**src/rtl/evm_pkg.sv**
```systemverilog
// Shared types and sizing helpers for the vote-acknowledge path.
package evm_pkg;

   typedef enum logic [1:0] {
      ACK_IDLE = 2'd0,
      ACK_ON   = 2'd1,
      ACK_GAP  = 2'd2
   } ack_state_t;

   // Counter width for the larger of two cycle counts; never narrower than one bit.
   function automatic int cnt_width(input int a, input int b);
      int m;
      m = (a > b) ? a : b;
      return (m > 1) ? $clog2(m) : 1;
   endfunction

   function automatic int pend_width(input int n);
      return $clog2(n + 1);
   endfunction

endpackage

```
**src/rtl/hold_timer.sv**
```systemverilog
// Up-counter cleared (loaded with zero) on request, with a terminal-count flag against a runtime limit.
module hold_timer #(
   parameter int W = 1
) (
   input  logic         i_clk,
   input  logic         i_rst,
   input  logic         i_clear,
   input  logic [W-1:0] i_limit,
   output logic         o_tc
);

   logic [W-1:0] r_cnt;

   // Count state; the owner clears at terminal count so the counter never wraps.
   always_ff @(posedge i_clk) begin
      if (i_rst) begin
         r_cnt <= '0;
      end else if (i_clear) begin
         r_cnt <= '0;
      end else begin
         r_cnt <= r_cnt + W'(1);
      end
   end

   assign o_tc = (r_cnt == i_limit);

endmodule

```
**src/rtl/vote_ack_stretcher.sv**
```systemverilog
// Stretches single-cycle vote pulses into HOLD_CYCLES-high bursts separated by GAP_CYCLES-low gaps.
// Define VOTE_ACK_QUEUE_EN to queue pulses arriving during a burst/gap and replay them in order.
module vote_ack_stretcher
   import evm_pkg::*;
#(
   parameter int HOLD_CYCLES = 50000000,
   parameter int GAP_CYCLES  = 25000000,
   parameter int MAX_PENDING = 7
) (
   input  logic                                clock,
   input  logic                                Reset,
   input  logic                                din,
   output logic                                dout,
   output logic                                busy,
   output logic [pend_width(MAX_PENDING)-1:0]  pending,
   output logic                                overflow
);

   localparam int CW = cnt_width(HOLD_CYCLES, GAP_CYCLES);
   localparam int PW = pend_width(MAX_PENDING);

   ack_state_t      r_state;
   ack_state_t      w_state_nxt;
   logic            r_dout;
   logic            r_busy;
   logic            r_ovf;
   logic            w_ovf_nxt;
   logic            w_tmr_clr;
   logic            w_tc;
   logic            w_accept;
   logic [CW-1:0]   w_limit;
`ifdef VOTE_ACK_QUEUE_EN
   logic [PW-1:0]   r_pend;
   logic [PW-1:0]   w_pend_nxt;
   logic            w_dec;
   logic            w_sat;
`endif

   hold_timer #(.W(CW)) u_timer (
      .i_clk   (clock),
      .i_rst   (Reset),
      .i_clear (w_tmr_clr),
      .i_limit (w_limit),
      .o_tc    (w_tc)
   );

   // Next-state, timer control and pending/overflow bookkeeping.
   always_comb begin
      w_state_nxt = r_state;
      w_tmr_clr   = 1'b1;
      w_limit     = CW'(HOLD_CYCLES - 1);
      w_accept    = 1'b0;
`ifdef VOTE_ACK_QUEUE_EN
      w_dec       = 1'b0;
      w_sat       = (r_pend == PW'(MAX_PENDING));
`endif
      case (r_state)
         ACK_IDLE: begin
            if (din) begin
               w_state_nxt = ACK_ON;
            end else begin
               w_state_nxt = ACK_IDLE;
            end
         end
         ACK_ON: begin
            w_tmr_clr = w_tc;
            w_accept  = din;
            if (w_tc) begin
               w_state_nxt = ACK_GAP;
            end else begin
               w_state_nxt = ACK_ON;
            end
         end
         ACK_GAP: begin
            w_limit   = CW'(GAP_CYCLES - 1);
            w_tmr_clr = w_tc;
            if (w_tc) begin
`ifdef VOTE_ACK_QUEUE_EN
               // A pulse on the last gap cycle starts the next burst directly instead of queuing.
               if (din || (r_pend != '0)) begin
                  w_state_nxt = ACK_ON;
                  w_dec       = ~din;
               end else begin
                  w_state_nxt = ACK_IDLE;
               end
`else
               w_state_nxt = ACK_IDLE;
               w_accept    = din;
`endif
            end else begin
               w_state_nxt = ACK_GAP;
               w_accept    = din;
            end
         end
         default: begin
            w_state_nxt = ACK_IDLE;
         end
      endcase
`ifdef VOTE_ACK_QUEUE_EN
      if (w_accept && !w_sat) begin
         w_pend_nxt = r_pend + PW'(1);
      end else if (w_dec) begin
         w_pend_nxt = r_pend - PW'(1);
      end else begin
         w_pend_nxt = r_pend;
      end
      w_ovf_nxt = r_ovf | (w_accept & w_sat);
`else
      w_ovf_nxt = r_ovf | w_accept;
`endif
   end

   // State and registered outputs; outputs reflect the state being entered.
   always_ff @(posedge clock) begin
      if (Reset) begin
         r_state <= ACK_IDLE;
         r_dout  <= 1'b0;
         r_busy  <= 1'b0;
         r_ovf   <= 1'b0;
`ifdef VOTE_ACK_QUEUE_EN
         r_pend  <= '0;
`endif
      end else begin
         r_state <= w_state_nxt;
         r_dout  <= (w_state_nxt == ACK_ON);
         r_busy  <= (w_state_nxt != ACK_IDLE);
         r_ovf   <= w_ovf_nxt;
`ifdef VOTE_ACK_QUEUE_EN
         r_pend  <= w_pend_nxt;
`endif
      end
   end

   assign dout     = r_dout;
   assign busy     = r_busy;
   assign overflow = r_ovf;
`ifdef VOTE_ACK_QUEUE_EN
   assign pending  = r_pend;
`else
   assign pending  = '0;
`endif

endmodule

```
**config.mk**
```make
export PLATFORM = sky130hd
export DESIGN_NAME = vote_ack_stretcher
export DESIGN_NICKNAME = d
export VERILOG_FILES = /design/src/rtl/evm_pkg.sv /design/src/rtl/hold_timer.sv /design/src/rtl/vote_ack_stretcher.sv
export SDC_FILE = /design/constraint.sdc
export NUM_CORES = 1
export LEC_CHECK = 0
export CAP_MARGIN = 20
export CORE_MARGIN = 10
export CORE_UTILIZATION = 40
export DETAILED_ROUTE_END_ITERATION = 16
export MAX_ROUTING_LAYER = met4
export SYNTH_ARGS = -nofsm -noshare
export SYNTH_HDL_FRONTEND = slang
export SYNTH_SLANG_ARGS = --single-unit
```
**constraint.sdc**
```tcl
create_clock -name clock -period 6.8 [get_ports clock]
set_clock_uncertainty 0.2 [all_clocks]
set_input_delay 1.02 -clock clock [delete_from_list [all_inputs] [get_ports clock]]
set_output_delay 1.02 -clock clock [all_outputs]
set_load 0.01 [all_outputs]
```
==> metrics.csv, run 1 <==
metric,value,unit
"Most Used Layer, Global Route",met2,
DRC Markers,0,
number of synthesized flops with an enable pin,0,
initial antenna violation count,0,
ys async rst share,0,%
CTS Hold Bufs,0,
status,finished clean,
CP Launch Type,flop,
distinct cell type count after synthesis,45,
largest net degree at the start of global routing,27,
DP HPWL,2390,um
PortBufs,5,
clock power share,43.0,%
min cycle time layout,2740,ps
post-synthesis sequential area ratio,37.1,%
syn avg cell area,9.14,um^2
routed len/inst,14.6,um
DR iter-0 viols,178,
number of global-route vias before repair,1345,
PwrDens,201,nW/um^2
Slew HR,56.1,%
GRT met1 Usage,12.3,%
CTS max path bufs,2,
Setup-failing EPs final,0,
"commonest non-fill, non-tap cell in the layout",dfxtp_1,
# rows,23,
Mapped Cells,183,
Critical Path RT,6730,ps
Initial Utilization,41.5,%
"critical path, cell by cell",inv_1 > ha_1 > nor4bb_1 > o2111ai_1 > a211oi_4 > buf_4 > nor3_1,
IO Pins,9,
aggregate routed wire length,3470,um
share of cells above drive strength 1,10.7,%
die height,84.7,um
Overall Global Routing Usage,10.6,%
post-layout util,45.5,%
Vias per Instance,5.81,
GPL Wtd Cong,0.814,
"Slowest-stage cell, CP",a211oi_4,
Die ar.,7170,um^2
met3 Use GR,3.38,%
CTS tree,yes,
"Warnings, synthesis",0,
Register Area,621,um^2
clk sink count,31,
Post-Syn Area,1670,um^2
"Arr. time, crit path",2670,ps
fin crit share,40.3,%
hold_ws,298,ps
Max stage delay on crit path,600,ps
PostCTS Resize Cnt,0,
critical path peak fanout,18,
switching part of the total,21.9,%
Root Driver,clkbuf_8,
ant diodes,0,
Max Clock Freq,365,MHz
top_reg_cell synth,dfxtp_1,
most frequent cells in the layout,"dfxtp_1, nor3_1, a211oi_1",
first-pass GRT wire length,6240,um
Worst-Margin Slew,659,ps
synthesized flop and latch total,31,
Max Cap Viol,0,
crit end category,flop,
Max H-tree Level,2,
RSZ-0062 raised after global routing,no,
Nets,194,
Worst-Skew Late Latency,280,ps
Max VDD drop,126,uV
CP Class,flop to flop,
Area Overhead vs Synth,9.50,%
Setup TNS,0,ps
Reg power frac,50.8,%
GRT met2 Usage,16.4,%
Switch Pwr,80.3,uW
Leak,0.536,nW
worst hold path class,flop to flop,
CTS buffer count,5,
Fillers,402,
final-report hold violation count,0,
Worst-path clk slew,60,ps
multi-input logic area,950,um^2
Setup Buffers After CTS,0,
Routed Antenna Nets,0,
final-report max-slew violation count,0,
Die X,84.7,um
Pre-antenna DRT Iters,4,
Vias,1377,
Comb power frac,6.3,%
Int Pwr,287,uW
total gr overflow,0,
core area,4030,um^2
[through the flow]
step                power, mW  cells  area [um^2]  worst slack [ps]
global route            0.383    237         1830              3830
CTS                     0.370    236         1820              4010
detailed placement      0.212    228         1720              3710
global placement        0.211    228         1720              3800
floorplan               0.206    185         1680              4450
finish                  0.367    237         1830              4060
[metal layers]
layer | part of all wire [%] | vias to the layer above
met5 | 0 | -
met4 | 1.2 | 0
met3 | 4.1 | 4
met2 | 50 | 24
met1 | 45 | 665
li1 | - | 684
[cell type report]
class | count | share of cell area [%]
multi-input combinational | 134 | 51.8
sequential | 31 | 33.9
inverter | 7 | 1.43
clock buffer | 8 | 5.46
timing repair buffer | 7 | 3.96
tap | 50 | 3.42
[Yosys cell counts (2+ instances only)]
master,count,share of area [%]
and3_1,3,1.1
o21ai_0,7,2.1
xor2_1,6,3.1
nand4b_1,2,1.0
or2_2,2,0.75
nor4_1,2,0.75
buf_4,3,1.3
a211oi_2,4,3.0
a211oi_1,10,4.5
or3_1,9,3.4
nand2b_1,3,1.1
buf_6,4,2.7
nor2_1,5,1.1
o31ai_1,6,2.7
a21oi_1,2,0.60
nand3_1,8,2.4
xnor2_1,5,2.6
ha_1,5,3.7
nand2_1,9,2.0
nand4_1,3,1.1
nor4bb_1,3,1.8
nor3_1,14,4.2
inv_1,7,1.6
dfxtp_1,31,37
or4_1,7,3.1
clkbuf_1,4,0.90
[cell families (layout without fill, tap and decap cells)]
group / Yosys count / count (layout) / synth area share (%)
simple gates: 78 / 78 / 28.9
fa+ha+maj: 5 / 5 / 3.74
compound gates: 35 / 35 / 16.0
mux: 2 / 2 / 1.27
xor+xnor: 11 / 11 / 5.76
other cells: 1 / 3 / 0.224
flops: 31 / 31 / 37.1
buf+inv: 20 / 22 / 7.03
[sequential cells by signal (all words and copies together), names as in the netlist]
register,count
busy,1
dout,1
overflow,1
r_state,2
u_timer.r_cnt,26
[worst max-delay path, delay by kind of cell (launching register included)]
kind / cells / cell delay [ps]
AO/OA/AOI/OAI: 2 / 900
buffers and inverters: 2 / 420
AND/OR/NAND/NOR: 2 / 400
flip-flops: 1 / 360
adder cells (fa/ha/maj): 1 / 300
[worst paths after layout]
check	start	endpoint	slack, ps	cells past startpoint
max	r_state[0]$_SDFF_PP0_	u_timer.r_cnt[2]$_SDFF_PP0_	4060	7
min	overflow$_SDFF_PP0_	overflow$_SDFF_PP0_	300	2
max reg2reg	r_state[0]$_SDFF_PP0_	u_timer.r_cnt[2]$_SDFF_PP0_	4060	7
min reg2reg	overflow$_SDFF_PP0_	overflow$_SDFF_PP0_	300	2
[power groups by stage]
stage | Combinational, mW | Clock (mW) | Sequential (mW)
detailed placement | 0.0216 | 0 | 0.191
global route | 0.0255 | 0.171 | 0.187
finish | 0.0230 | 0.158 | 0.186
floorplan | 0.0147 | 0 | 0.191
CTS | 0.0217 | 0.162 | 0.187
global placement | 0.0209 | 0 | 0.190
Power figures use the tool's default switching activity.
==> run 2: changes to the inputs <==
clock period = 2.4 ns   (was 6.8 ns; I/O delays follow)
==> run 2 against run 1 <==
Sequential cell count is the same. Setup slack worse by 4000 ps. Sequential power grew to 2.8 times the previous value. Maximum frequency is 17% higher. Critical path type unchanged. Wire length rose by 6.0%.
==> metrics.csv, run 2 (synthesized netlist as in run 1, its figures left out) <==
metric,value,unit,change
status,finished clean,,
Worst-path clk slew,70,ps,about the same
largest net degree at the start of global routing,27,,unchanged
initial antenna violation count,0,,unchanged
most frequent cells in the layout,"dfxtp_1, nor3_1, a211oi_1, buf_4, nand2_1",,
Largest Register,u_timer.r_cnt,,
max FFs per register,26,,unchanged
post-route setup slack,67.0,ps,-4000 ps
DR iter-0 viols,140,,-21%
critical path peak fanout,5,,-13
routed len/inst,14.9,um,+2.1%
"Arr. time, crit path",2310,ps,-360 ps
Vias,1413,,+2.6%
core area,4030,um^2,unchanged
DP HPWL,2560,um,+7.5%
Die ar.,7170,um^2,unchanged
Max Clock Freq,429,MHz,+17%
Pre-antenna DRT Iters,4,,unchanged
Fillers,402,,unchanged
CTS tree,yes,,
CP Class,flop to flop,,
# rows,23,,unchanged
Die X,84.7,um,unchanged
multi-input logic area,980,um^2,+3.2%
DRC Markers,0,,unchanged
largest registers,"u_timer.r_cnt x26, r_state x2",,
IO Pins,9,,unchanged
final total power,986,uW,+170%
crit end category,flop,,
Reg2Reg Depth,4,,-3
final-report hold violation count,0,,unchanged
total gr overflow,0,,unchanged
Max VDD drop,273,uV,+120%
Leak,0.570,nW,+6.2%
first-pass GRT wire length,6250,um,+0.11%
Critical Path RT,2370,ps,-4360 ps
fin crit share,97.2,%,+57 points
die height,84.7,um,unchanged
CP Launch Type,flop,,
Overall Global Routing Usage,10.5,%,-0.072 points
Vias per Instance,5.74,,-1.1%
hold depth,2,,unchanged
Initial Utilization,41.5,%,unchanged
dpl cells,237,,+3.9%
CTS buffer count,5,,unchanged
Worst-Skew Late Latency,280,ps,about the same
share of cells above drive strength 1,17.3,%,+6.7 points
min cycle time layout,2330,ps,-404 ps
aggregate routed wire length,3680,um,+6.0%
Max Cap Viol,0,,unchanged
CTS max path bufs,2,,unchanged
RSZ-0062 raised after global routing,no,,
DP Worst Slack,27.9,ps,-3680 ps
fin cells,246,,+3.8%
Root Driver,clkbuf_8,,
Register Area,621,um^2,unchanged
Setup TNS,0,ps,unchanged
worst hold path class,flop to flop,,
"commonest non-fill, non-tap cell in the layout",dfxtp_1,,
number of global-route vias before repair,1361,,+1.2%
final-report max-slew violation count,0,,unchanged
Max H-tree Level,2,,unchanged
clk sink count,31,,unchanged
PortBufs,5,,unchanged
Area Overhead vs Synth,14.0,%,
Setup-failing EPs final,0,,unchanged
CTS Hold Bufs,0,,unchanged
PwrDens,517,nW/um^2,+160%
GPL Wtd Cong,0.892,,+9.5%
Nets,203,,+4.6%
ant diodes,0,,unchanged
Routed Antenna Nets,0,,unchanged
[run 2: area by class of cell]
class,instances,share of cell area (%)
clock inverter,1,0.262
tap,50,3.28
timing repair buffer,16,7.15
clock buffer,7,4.00
sequential,31,32.5
inverter,7,1.38
multi-input combinational,134,51.4
[run 2: worst paths after layout]
| check | from | slack [ps] | to |
|---|---|---|---|
| setup / recovery | u_timer.r_cnt[8]$_SDFF_PP0_ | 70 | dout$_SDFF_PP0_ |
| setup reg to reg | u_timer.r_cnt[8]$_SDFF_PP0_ | 70 | dout$_SDFF_PP0_ |
| hold / removal | overflow$_SDFF_PP0_ | 310 | overflow$_SDFF_PP0_ |
| hold reg to reg | overflow$_SDFF_PP0_ | 310 | overflow$_SDFF_PP0_ |
[run 2: critical path: stages (launching register included)]
cell	delay, ps
dfxtp_1	350
or4_4	530
or3_4	430
a211oi_4	360
mux2_1	350
[run 2: metrics by stage]
step | hold slack, ps | area [um^2] | utilization (%)
2_1_floorplan | 266 | 1680 | -
3_3_place_gp | 263 | 1780 | 44.3
3_5_place_dp | 273 | 1780 | 44.3
4_1_cts | 303 | 1870 | 46.4
5_1_grt | 340 | 1910 | 47.3
6_report | 308 | 1910 | 47.3
[run 2: routing by layer]
metal  wire, um  up-vias  track usage [%]
met5          0        -                -
met4         57        0             4.79
met3         87        6             3.00
met2       1820       19             16.6
met1       1710      683             12.1
li1           -      705                -
[run 2: power breakdown]
| part | switching [mW] | internal, mW |
|---|---|---|
| clock network | 0.191 | 0.203 |
| registers | 0.00524 | 0.523 |
| logic | 0.0364 | 0.0273 |
| total | 0.233 | 0.753 |
[run 2: timing repair]
item,in CTS,in global routing
buffers inserted,0,1
endpoints found under the hold margin,0,0
pin swaps,1,2
gates cloned,0,0
resized for setup,1,6
endpoints found under the setup margin,6,27
